`config.mk`:
```
export PLATFORM = sky130hd
export DESIGN_NAME = spi_slaveio
export DESIGN_NICKNAME = d
export VERILOG_FILES = /design/src/rtl/spi_slaveio.sv
export SDC_FILE = /design/constraint.sdc
export NUM_CORES = 1
export LEC_CHECK = 0
export CAP_MARGIN = 10
export CORE_MARGIN = 8
export CORE_UTILIZATION = 36
export DETAILED_ROUTE_END_ITERATION = 7
export GPL_TIMING_DRIVEN = 0
export HOLD_SLACK_MARGIN = 0.03
export PLACE_DENSITY = 0.63
export SLEW_MARGIN = 20
export SYNTH_ARGS = -nofsm -noshare
export SYNTH_HDL_FRONTEND = slang
export SYNTH_SLANG_ARGS = --single-unit
```
`constraint.sdc`:
```
create_clock -name clk -period 1.7 [get_ports clk]
set_input_delay 0.17 -clock clk [delete_from_list [all_inputs] [get_ports clk]]
set_output_delay 0.17 -clock clk [all_outputs]
set_load 0.1 [all_outputs]
```
`src/rtl/spi_slaveio.sv`:
```
// spi_slaveio: CPU-bus-mapped SPI responder (mode 0, MSB first).
//
// An external SPI master exchanges bytes with the CPU through a small
// register file: one TX byte buffer, one RX byte buffer, status flags,
// interrupt enables and a received-byte counter.
//
// Ports
//   clk, rst_n     system clock (rising edge), asynchronous active-low reset
//   AD, DI, DO     register address, CPU write data, read data (combinational from AD)
//   rw, cs         1=read/0=write, chip select (address decode qualified by vma)
//   irq            registered level interrupt, active high
//   ssel_n, sck    SPI slave select (active low) and clock from the master
//   mosi, miso     SPI serial data in / out
//   miso_oe        1 = drive the miso pin
//
// Register map
//   0 DATA   rd: rx_buf (clears rx_full)   wr: tx_buf (clears tx_empty)
//   1 STATUS {irq, 2'b0, ss_active, underrun, overrun, tx_empty, rx_full}
//   2 CTRL   b0 rx_ie, b1 tx_ie, b6 w1: clear overrun/underrun, b7 w1: flush tx
//   3 COUNT  rd: bytes received mod 256, wr: clear
//   4-7      read 8'h00
module spi_slaveio #(
    parameter logic [7:0]  IDLE_FILL   = 8'hFF,
    parameter int unsigned SYNC_STAGES = 2
) (
    input  logic       clk,
    input  logic       rst_n,
    input  logic [2:0] AD,
    input  logic [7:0] DI,
    output logic [7:0] DO,
    input  logic       rw,
    input  logic       cs,
    output logic       irq,
    input  logic       ssel_n,
    input  logic       sck,
    input  logic       mosi,
    output logic       miso,
    output logic       miso_oe
);

    localparam int unsigned BYTE_W = 8;
    localparam int unsigned CNT_W  = 4;
    localparam int unsigned SH_W   = BYTE_W - 1;

    localparam logic [2:0] ADDR_DATA   = 3'd0;
    localparam logic [2:0] ADDR_STATUS = 3'd1;
    localparam logic [2:0] ADDR_CTRL   = 3'd2;
    localparam logic [2:0] ADDR_COUNT  = 3'd3;

    typedef enum logic [1:0] {
        ST_IDLE  = 2'd0,
        ST_LOAD  = 2'd1,
        ST_SHIFT = 2'd2
    } state_t;

    // ------------------------------------------------------------------
    // Input synchronisers plus one delay stage for edge detection
    // ------------------------------------------------------------------
    logic [SYNC_STAGES-1:0] ss_sync;
    logic [SYNC_STAGES-1:0] sck_sync;
    logic [SYNC_STAGES-1:0] mosi_sync;
    logic                   ss_d;
    logic                   sck_d;
    logic                   ss_s;
    logic                   sck_s;
    logic                   mosi_s;
    logic                   ss_fall;
    logic                   sck_rise;
    logic                   sck_fall;

    always_ff @(posedge clk or negedge rst_n) begin
        if (!rst_n) begin
            ss_sync   <= '1;
            sck_sync  <= '0;
            mosi_sync <= '0;
            ss_d      <= 1'b1;
            sck_d     <= 1'b0;
        end else begin
            ss_sync   <= {ss_sync[SYNC_STAGES-2:0], ssel_n};
            sck_sync  <= {sck_sync[SYNC_STAGES-2:0], sck};
            mosi_sync <= {mosi_sync[SYNC_STAGES-2:0], mosi};
            ss_d      <= ss_s;
            sck_d     <= sck_s;
        end
    end

    assign ss_s     = ss_sync[SYNC_STAGES-1];
    assign sck_s    = sck_sync[SYNC_STAGES-1];
    assign mosi_s   = mosi_sync[SYNC_STAGES-1];
    assign ss_fall  = ss_d & ~ss_s;
    assign sck_rise = sck_s & ~sck_d;
    assign sck_fall = sck_d & ~sck_s;

    // ------------------------------------------------------------------
    // State registers
    // ------------------------------------------------------------------
    state_t             state,     state_d;
    logic [BYTE_W-1:0]  rx_buf,    rx_buf_d;
    logic [BYTE_W-1:0]  tx_buf,    tx_buf_d;
    logic               rx_full,   rx_full_d;
    logic               tx_empty,  tx_empty_d;
    logic               overrun,   overrun_d;
    logic               underrun,  underrun_d;
    logic               rx_ie,     rx_ie_d;
    logic               tx_ie,     tx_ie_d;
    logic [BYTE_W-1:0]  count,     count_d;
    logic [CNT_W-1:0]   bitcnt,    bitcnt_d;
    logic [SH_W-1:0]    shift_in,  shift_in_d;
    logic [SH_W-1:0]    shift_out, shift_out_d;
    logic               miso_d;
    logic               miso_oe_d;
    logic               irq_d;

    logic               wr_data;
    logic               wr_ctrl;
    logic               wr_count;
    logic               rd_data;
    logic               do_load;
    logic               do_exit;
    logic [BYTE_W-1:0]  load_byte;
    logic [BYTE_W-1:0]  rx_byte;

    always_ff @(posedge clk or negedge rst_n) begin
        if (!rst_n) begin
            state     <= ST_IDLE;
            rx_buf    <= '0;
            tx_buf    <= '0;
            rx_full   <= 1'b0;
            tx_empty  <= 1'b1;
            overrun   <= 1'b0;
            underrun  <= 1'b0;
            rx_ie     <= 1'b0;
            tx_ie     <= 1'b0;
            count     <= '0;
            bitcnt    <= '0;
            shift_in  <= '0;
            shift_out <= '0;
            miso      <= 1'b0;
            miso_oe   <= 1'b0;
            irq       <= 1'b0;
        end else begin
            state     <= state_d;
            rx_buf    <= rx_buf_d;
            tx_buf    <= tx_buf_d;
            rx_full   <= rx_full_d;
            tx_empty  <= tx_empty_d;
            overrun   <= overrun_d;
            underrun  <= underrun_d;
            rx_ie     <= rx_ie_d;
            tx_ie     <= tx_ie_d;
            count     <= count_d;
            bitcnt    <= bitcnt_d;
            shift_in  <= shift_in_d;
            shift_out <= shift_out_d;
            miso      <= miso_d;
            miso_oe   <= miso_oe_d;
            irq       <= irq_d;
        end
    end

    // ------------------------------------------------------------------
    // Next-state: CPU effects first, then frame FSM so that same-cycle
    // SPI events see the CPU-updated flags and buffers.
    // ------------------------------------------------------------------
    always_comb begin
        state_d     = state;
        rx_buf_d    = rx_buf;
        tx_buf_d    = tx_buf;
        rx_full_d   = rx_full;
        tx_empty_d  = tx_empty;
        overrun_d   = overrun;
        underrun_d  = underrun;
        rx_ie_d     = rx_ie;
        tx_ie_d     = tx_ie;
        count_d     = count;
        bitcnt_d    = bitcnt;
        shift_in_d  = shift_in;
        shift_out_d = shift_out;
        miso_d      = miso;
        miso_oe_d   = miso_oe;
        do_load     = 1'b0;
        do_exit     = 1'b0;
        load_byte   = IDLE_FILL;
        rx_byte     = {shift_in, mosi_s};

        wr_data  = cs & ~rw & (AD == ADDR_DATA);
        wr_ctrl  = cs & ~rw & (AD == ADDR_CTRL);
        wr_count = cs & ~rw & (AD == ADDR_COUNT);
        rd_data  = cs &  rw & (AD == ADDR_DATA);

        // CPU bus side
        if (wr_data) begin
            tx_buf_d   = DI;
            tx_empty_d = 1'b0;
        end
        if (wr_ctrl) begin
            rx_ie_d = DI[0];
            tx_ie_d = DI[1];
            if (DI[6]) begin
                overrun_d  = 1'b0;
                underrun_d = 1'b0;
            end
            if (DI[7]) begin
                tx_empty_d = 1'b1;
            end
        end
        if (wr_count) begin
            count_d = '0;
        end
        if (rd_data) begin
            rx_full_d = 1'b0;
        end

        // Frame FSM
        case (state)
            ST_IDLE: begin
                if (ss_fall) begin
                    state_d = ST_LOAD;
                end
            end
            ST_LOAD: begin
                if (ss_s) begin
                    do_exit = 1'b1;
                end else begin
                    do_load = 1'b1;
                    state_d = ST_SHIFT;
                end
            end
            ST_SHIFT: begin
                if (ss_s) begin
                    do_exit = 1'b1;
                end else if (sck_rise && (bitcnt != CNT_W'(8))) begin
                    shift_in_d = rx_byte[SH_W-1:0];
                    bitcnt_d   = bitcnt + CNT_W'(1);
                    // Byte complete on the 8th rising edge
                    if (bitcnt == CNT_W'(7)) begin
                        if (!rx_full_d) begin
                            rx_buf_d  = rx_byte;
                            rx_full_d = 1'b1;
                        end else begin
                            overrun_d = 1'b1;
                        end
                        if (!wr_count) begin
                            count_d = count + BYTE_W'(1);
                        end
                    end
                end else if (sck_fall && (bitcnt != '0)) begin
                    if (bitcnt == CNT_W'(8)) begin
                        do_load = 1'b1;
                    end else begin
                        miso_d      = shift_out[SH_W-1];
                        shift_out_d = {shift_out[SH_W-2:0], 1'b0};
                    end
                end
            end
            default: begin
                state_d = ST_IDLE;
            end
        endcase

        // Load next TX byte (frame start or byte boundary); bit 7 goes out now
        if (do_load) begin
            load_byte   = tx_empty_d ? IDLE_FILL : tx_buf_d;
            underrun_d  = underrun_d | tx_empty_d;
            tx_empty_d  = 1'b1;
            shift_out_d = load_byte[SH_W-1:0];
            miso_d      = load_byte[BYTE_W-1];
            miso_oe_d   = 1'b1;
            bitcnt_d    = '0;
        end

        // Slave select released: drop any partial byte and release miso
        if (do_exit) begin
            state_d   = ST_IDLE;
            miso_d    = 1'b0;
            miso_oe_d = 1'b0;
            bitcnt_d  = '0;
        end

        irq_d = (rx_ie & (rx_full | overrun)) | (tx_ie & tx_empty);
    end

    // ------------------------------------------------------------------
    // Register read mux
    // ------------------------------------------------------------------
    always_comb begin
        DO = '0;
        case (AD)
            ADDR_DATA:   DO = rx_buf;
            ADDR_STATUS: DO = {irq, 2'b00, ~ss_s, underrun, overrun, tx_empty, rx_full};
            ADDR_CTRL:   DO = {6'b000000, tx_ie, rx_ie};
            ADDR_COUNT:  DO = count;
            default:     DO = '0;
        endcase
    end

endmodule

```
# Yosys cells after proc, flatten, opt, wreduce, memory -nomap -nowiden
# Index checks and enable logic that the tools add are counted.
# word_totals
register_bits	61
input_bits	18
word_cells	137
out_inout_bits	11
# op_classes
addsub	2
bitwise	19
n_eq_ne	17
n_reduce_logical	18
mux	60
# op_table
cell	n
two-way mux 8 bit	8
two-way mux 7 bit	6
two-way mux 1 bit	35
one-hot mux 8 bit (4 select lines)	1
two-way mux 4 bit	5
AND reduction 5 bit	3
inequality test 3 bit (second input constant)	4
AND 1 bit	11
AND reduction 3 bit	3
nonzero test 3 bit	3
adder 8 x 1 -> 8 bit (second input constant)	1
== test 3 x 2 -> 1 bit (second input constant)	2
two-way mux 2 bit	3
inequality test 2 bit (second input constant)	3
one-hot mux 2 bit (3 select lines)	1
nonzero test 2 bit	3
NOT 1 bit	5
adder 4 x 1 -> 4 bit (second input constant)	1
== test 4 x 3 -> 1 bit (second input constant)	1
== test 4 bit (second input constant)	1
inequality test 4 bit (second input constant)	1
nonzero test 4 bit	1
== test 3 x 1 -> 1 bit (second input constant)	1
logical NOT 3 bit	1
9 further kinds	12

# Depth between registers and ports, before layout
# Gate-level depths: netlist (run 1).
# depth
depth_word	9
depth_mapped	7
ltp_nobuf	6

# Least setup slack after synthesis (run 1)
# No wires, ideal clock.
# synth_path
kind	register to output
startpoint	register irq
endpoint	output DO[7]
stages_incl_launch_ff	5
n_path_buf	0
required_ns	1.530
path_slack_ns	-0.945
arrival_ns	2.475
path_cell_list	dfrtp_1 > mux2i_1 > nor2_1 > a21oi_1 > nor2_1
# synth_via
elab_chain_len	1
# synth_rtl
item	line	text
from (decl)	33	output logic irq,
from (signal assigned)	157	irq <= irq_d;
one-hot mux 8 bit (4 select lines)	288	case (AD)
to (decl)	30	output logic [7:0] DO,
# Every way passes these cells.

# Final worst setup path (run 1)
# layout_path
startpoint	register state[0]
endpoint	register rx_buf[1]
# layout_via
elab_chain_len	2
# layout_rtl
item	line	text
from (decl)	97	state_t state, state_d;
from (signal assigned)	142	state <= state_d;
== test 2 bit	215	case (state)
AND reduction 5 bit (no source line)	n/a	
to (signal assigned)	143	rx_buf <= rx_buf_d;
to (decl)	98	logic [BYTE_W-1:0] rx_buf, rx_buf_d;
# Every way passes these cells.
# A chain may end at the register's enable or synchronous reset.

==> metrics.md, run 1 <==
| Metric | Value |
|---|---|
| P&R area growth vs syn | 38.6% |
| Yosys reg bits | 61 |
| Mean Syn Cell Area | 11.2 µm² |
| Mapped Area | 0.00292 mm² |
| First-pass GRT wire length | 11200 µm |
| Mapped Nets | 285 |
| Cell Pwr Density | 1250 mW/mm² |
| Congestion Overflow GR | 0 |
| Post-DR wirelength/cell | 15.5 µm |
| Clock Pin Slew Worst Setup and Hold Paths | 70 ps |
| Antenna diode count | 0 |
| Maxcap violations | 0 |
| Buffers on Ports | 28 |
| CP cell instances | inv_2 > ha_4 > and4bb_4 > nand4b_4 > buf_6 > a21oi_4 > buf_12 > mux2_4 |
| Share of cells above drive strength 1 | 36.8% |
| Die Y | 106 µm |
| Critical Path Source Type | register |
| Dpl hpwl | 4540 µm |
| Grt met2 use | 20.1% |
| CTS tree | done |
| Arr. time, crit path | 2080 ps |
| Final-report max-slew violation count | 0 |
| 1st-pass router iterations | 6 |
| Peak VDD IR | 0.523 mV |
| Yosys cell types | 51 |
| Worst hold slack | 237 ps |
| GR peak layer | met2 |
| Yosys warns | 0 |
| Met3 Resource Use GR | 4.11% |
| Core Rows | 33 |
| Unrepaired setup endpoints after global routing | true |
| Final WS setup | -153 ps |
| Share of the clock period used by the worst path after layout | 109% |
| Top_reg_cell synth | dfrtp_1 |
| Clock Skews | 13.3 ps |
| Vias per cell | 5.05 |
| Crit-path slowest cell | dfrtp_1 |
| Worst-Margin Slew | 892 ps |
| Mapped Cells | 260 |
| 1st-iter DRT viols | 89 |
| P_leak | 1.85 nW |
| Relative slew slack | 40.0% |
| Async SR Flop Fraction | 100% |
| Final Hold Viols | 0 |
| Type of element capturing the critical path | register |
| Initial antenna violation count | 0 |
| Pin count of the biggest net entering global routing | 35 |
| Crit path kind | reg2reg |
| TritonCTS buffer count | 9 |
| Root Buffer Master | clkbuf_8 |
| Critical Path Fanout Max | 8 |
| Number of I/O pins | 29 |
| Status | finished, violations left |
| Starting Density | 36.3% |
| Setup_tns | -1970 ps |
| Clk sink count | 61 |
| Seq/Total Area, Yosys | 52.4% |
| Post-Place Worst Slack | -1340 ps |
| Final setup vio count | 23 |
| Vias in the first global route | 2307 |
| WL final | 6670 µm |
| Worst-Skew Late Latency | 350 ps |
| HP Class | in2reg |
| Worst EP required | 1930 ps |
| DRT antenna net count | 0 |
| DIE WIDTH | 106 µm |
| Gr usage total | 12.7% |
| Shortest period the worst path allows | 1850 ps |
| Via count | 2176 |
| RePlAce Congestion | 0.740 |
| Fillcell total | 706 |
| Die area | 0.0112 mm² |
| Drt drc | 0 |
| # nets final | 346 |
| Failing checks | negative setup slack |
| CTS Buffer Depth | 2 |
| F_max | 540 MHz |
| Post-synth EDFFs | 0 |
| Core area | 0.00805 mm² |
| Critical path's largest stage delay | 390 ps |
| H-tree levels | 3 |
| M1 GR Usage | 15.6% |
what timing repair did:
| action | CTS | global route |
|---|---|---|
| hold buffers | 1 | 0 |
| setup buffers | 15 | 5 |
| cloned | 1 | 0 |
| pin swaps | 8 | 4 |
| resized for setup | 106 | 17 |
| setup endpoints to repair | 53 | 43 |
| endpoints found under the hold margin | 27 | 0 |
flip-flops by register name, summed over array words and instances, names as in the netlist, 2 cells and up:
name and flops:
shift_out 7, count 8, ss_sync 2, bitcnt 4
state 2, rx_buf 8, shift_in 7, sck_sync 2
mosi_sync 2, tx_buf 8
routing by layer:
metal | share of wire [%] | wire length, µm
met2 | 48 | 3220
met4 | 1.6 | 107
met1 | 46 | 3060
met3 | 4.3 | 289
met5 | 0 | 0
power by group:
| group | switching (W) | internal, W | leakage (nW) |
|---|---|---|---|
| Combinational | 0.000932 | 0.000725 | 0.966 |
| Sequential | 0.000208 | 0.00175 | 0.775 |
| Clock | 0.000573 | 0.000858 | 0.113 |
| Total | 0.00171 | 0.00334 | 1.85 |
critical path: cells and delay by family, from the launching register on:
family                   cells  cell delay, ps
AO/OA/AOI/OAI                1             130
adder cells (fa/ha/maj)      1             140
buffers and inverters        3             400
flip-flops                   1             390
multiplexers                 1             300
AND/OR/NAND/NOR              2             360
through the flow:
step / cells / power (W) / cell area [µm²] / utilization [%]
finish: 431 / 0.00505 / 4050 / 50.3
global route: 431 / 0.00531 / 4050 / 50.3
CTS: 427 / 0.00497 / 3950 / 49.1
detailed placement: 394 / 0.00328 / 3430 / 42.6
global placement: 393 / 0.00324 / 3410 / 42.4
floorplan: 260 / 0.00290 / 3000 / -
synthesized netlist by cell type, drive strengths merged, types with 2 or more instances:
master,instances,share of area (%)
a21o,2,0.51
a21oi,10,2.1
a22oi,2,0.51
and2,2,0.43
and4bb,2,0.99
buf,4,0.81
clkbuf,6,0.77
dfrtp,57,49
dfstp,4,3.6
ha,7,3.0
inv,8,1.0
mux2,18,6.9
mux2i,13,4.5
mux4,2,1.5
nand2,35,4.5
nand2b,3,0.64
nand3,5,0.86
nand3b,2,0.51
nand4,2,0.43
nand4b,3,1.1
nor2,15,1.9
nor2b,4,0.86
nor3,6,1.0
o21ai,14,2.5
o221ai,6,1.8
o31ai,4,1.0
or2,2,0.43
or4,4,1.0
xnor2,3,0.90
xor2,3,0.90
path summary, 6_finish.rpt:
path | start | to | slack [ps] | depth (start not counted)
worst max-delay path | state[0] | rx_buf[1] | -150 | 8
worst min-delay path | ssel_n | ss_sync[0] | 240 | 1
worst max register to register | state[0] | rx_buf[1] | -150 | 8
worst min register to register | mosi_sync[0] | mosi_sync[1] | 350 | 0
max in group asynchronous | rst_n | ss_d | 850 | 3
min in group asynchronous | rst_n | rx_buf[2] | 270 | 2
cells by family (layout without fill, tap and decap cells):
kind of cell               after synthesis  in the layout  share of synthesized area, %
DFF                                     61             61                          52.4
and+or+nand+nor                         92             92                          17.4
buffers and inverters                   18             84                          2.61
muxes                                   33             33                          12.9
AOI/OAI and AO/OA                       43             43                          9.85
adders and majority gates                7              7                          3.00
xor gates and xnor gates                 6              6                          1.80
placed cells by master, fill, tap and decap left out, types with 3 or more instances in the layout:
cell type / synthesis / final
buf_12: 0 / 5
xor2_1: 3 / 3
nand2_1: 35 / 34
buf_4: 0 / 25
or4_1: 4 / 3
inv_2: 0 / 3
nor2b_4: 0 / 3
clkdlybuf4s50_1: 0 / 14
mux2i_1: 13 / 13
mux2_2: 9 / 9
nand3_1: 5 / 5
dfrtp_1: 57 / 56
xnor2_1: 3 / 3
ha_1: 7 / 5
o21ai_1: 4 / 8
a21oi_1: 9 / 4
inv_1: 8 / 5
o21ai_0: 9 / 4
dfstp_2: 4 / 4
buf_6: 1 / 3
clkbuf_8: 0 / 11
clkdlybuf4s15_2: 0 / 3
o221ai_1: 6 / 6
mux2_4: 0 / 8
o31ai_1: 4 / 3
clkinv_2: 0 / 3
nor2_1: 15 / 10
a21oi_2: 0 / 4
nor2_4: 0 / 4
cell type report:
| cell class | instances | area, µm² | area share [%] |
|---|---|---|---|
| buffer | 9 | 83.8 | 2.07 |
| clock buffer | 11 | 141 | 3.49 |
| clock inverter | 5 | 75.1 | 1.85 |
| inverter | 8 | 30.0 | 0.742 |
| multi-input combinational | 181 | 1550 | 38.3 |
| sequential | 61 | 1530 | 37.9 |
| tap | 105 | 131 | 3.25 |
| timing repair buffer | 51 | 503 | 12.4 |
(Power assumes the default switching activity.)
==> inputs of run 2 (changes only) <==
--- a/config.mk
+++ b/config.mk
@@ -8,6 +8,7 @@
 export CAP_MARGIN = 10
 export CORE_MARGIN = 8
 export CORE_UTILIZATION = 36
+export CTS_CLUSTER_DIAMETER = 100
 export DETAILED_ROUTE_END_ITERATION = 7
 export GPL_TIMING_DRIVEN = 0
 export HOLD_SLACK_MARGIN = 0.03
==> results of run 2 <==
No change in the layout: final DEF, timing and power equal those of run 1.
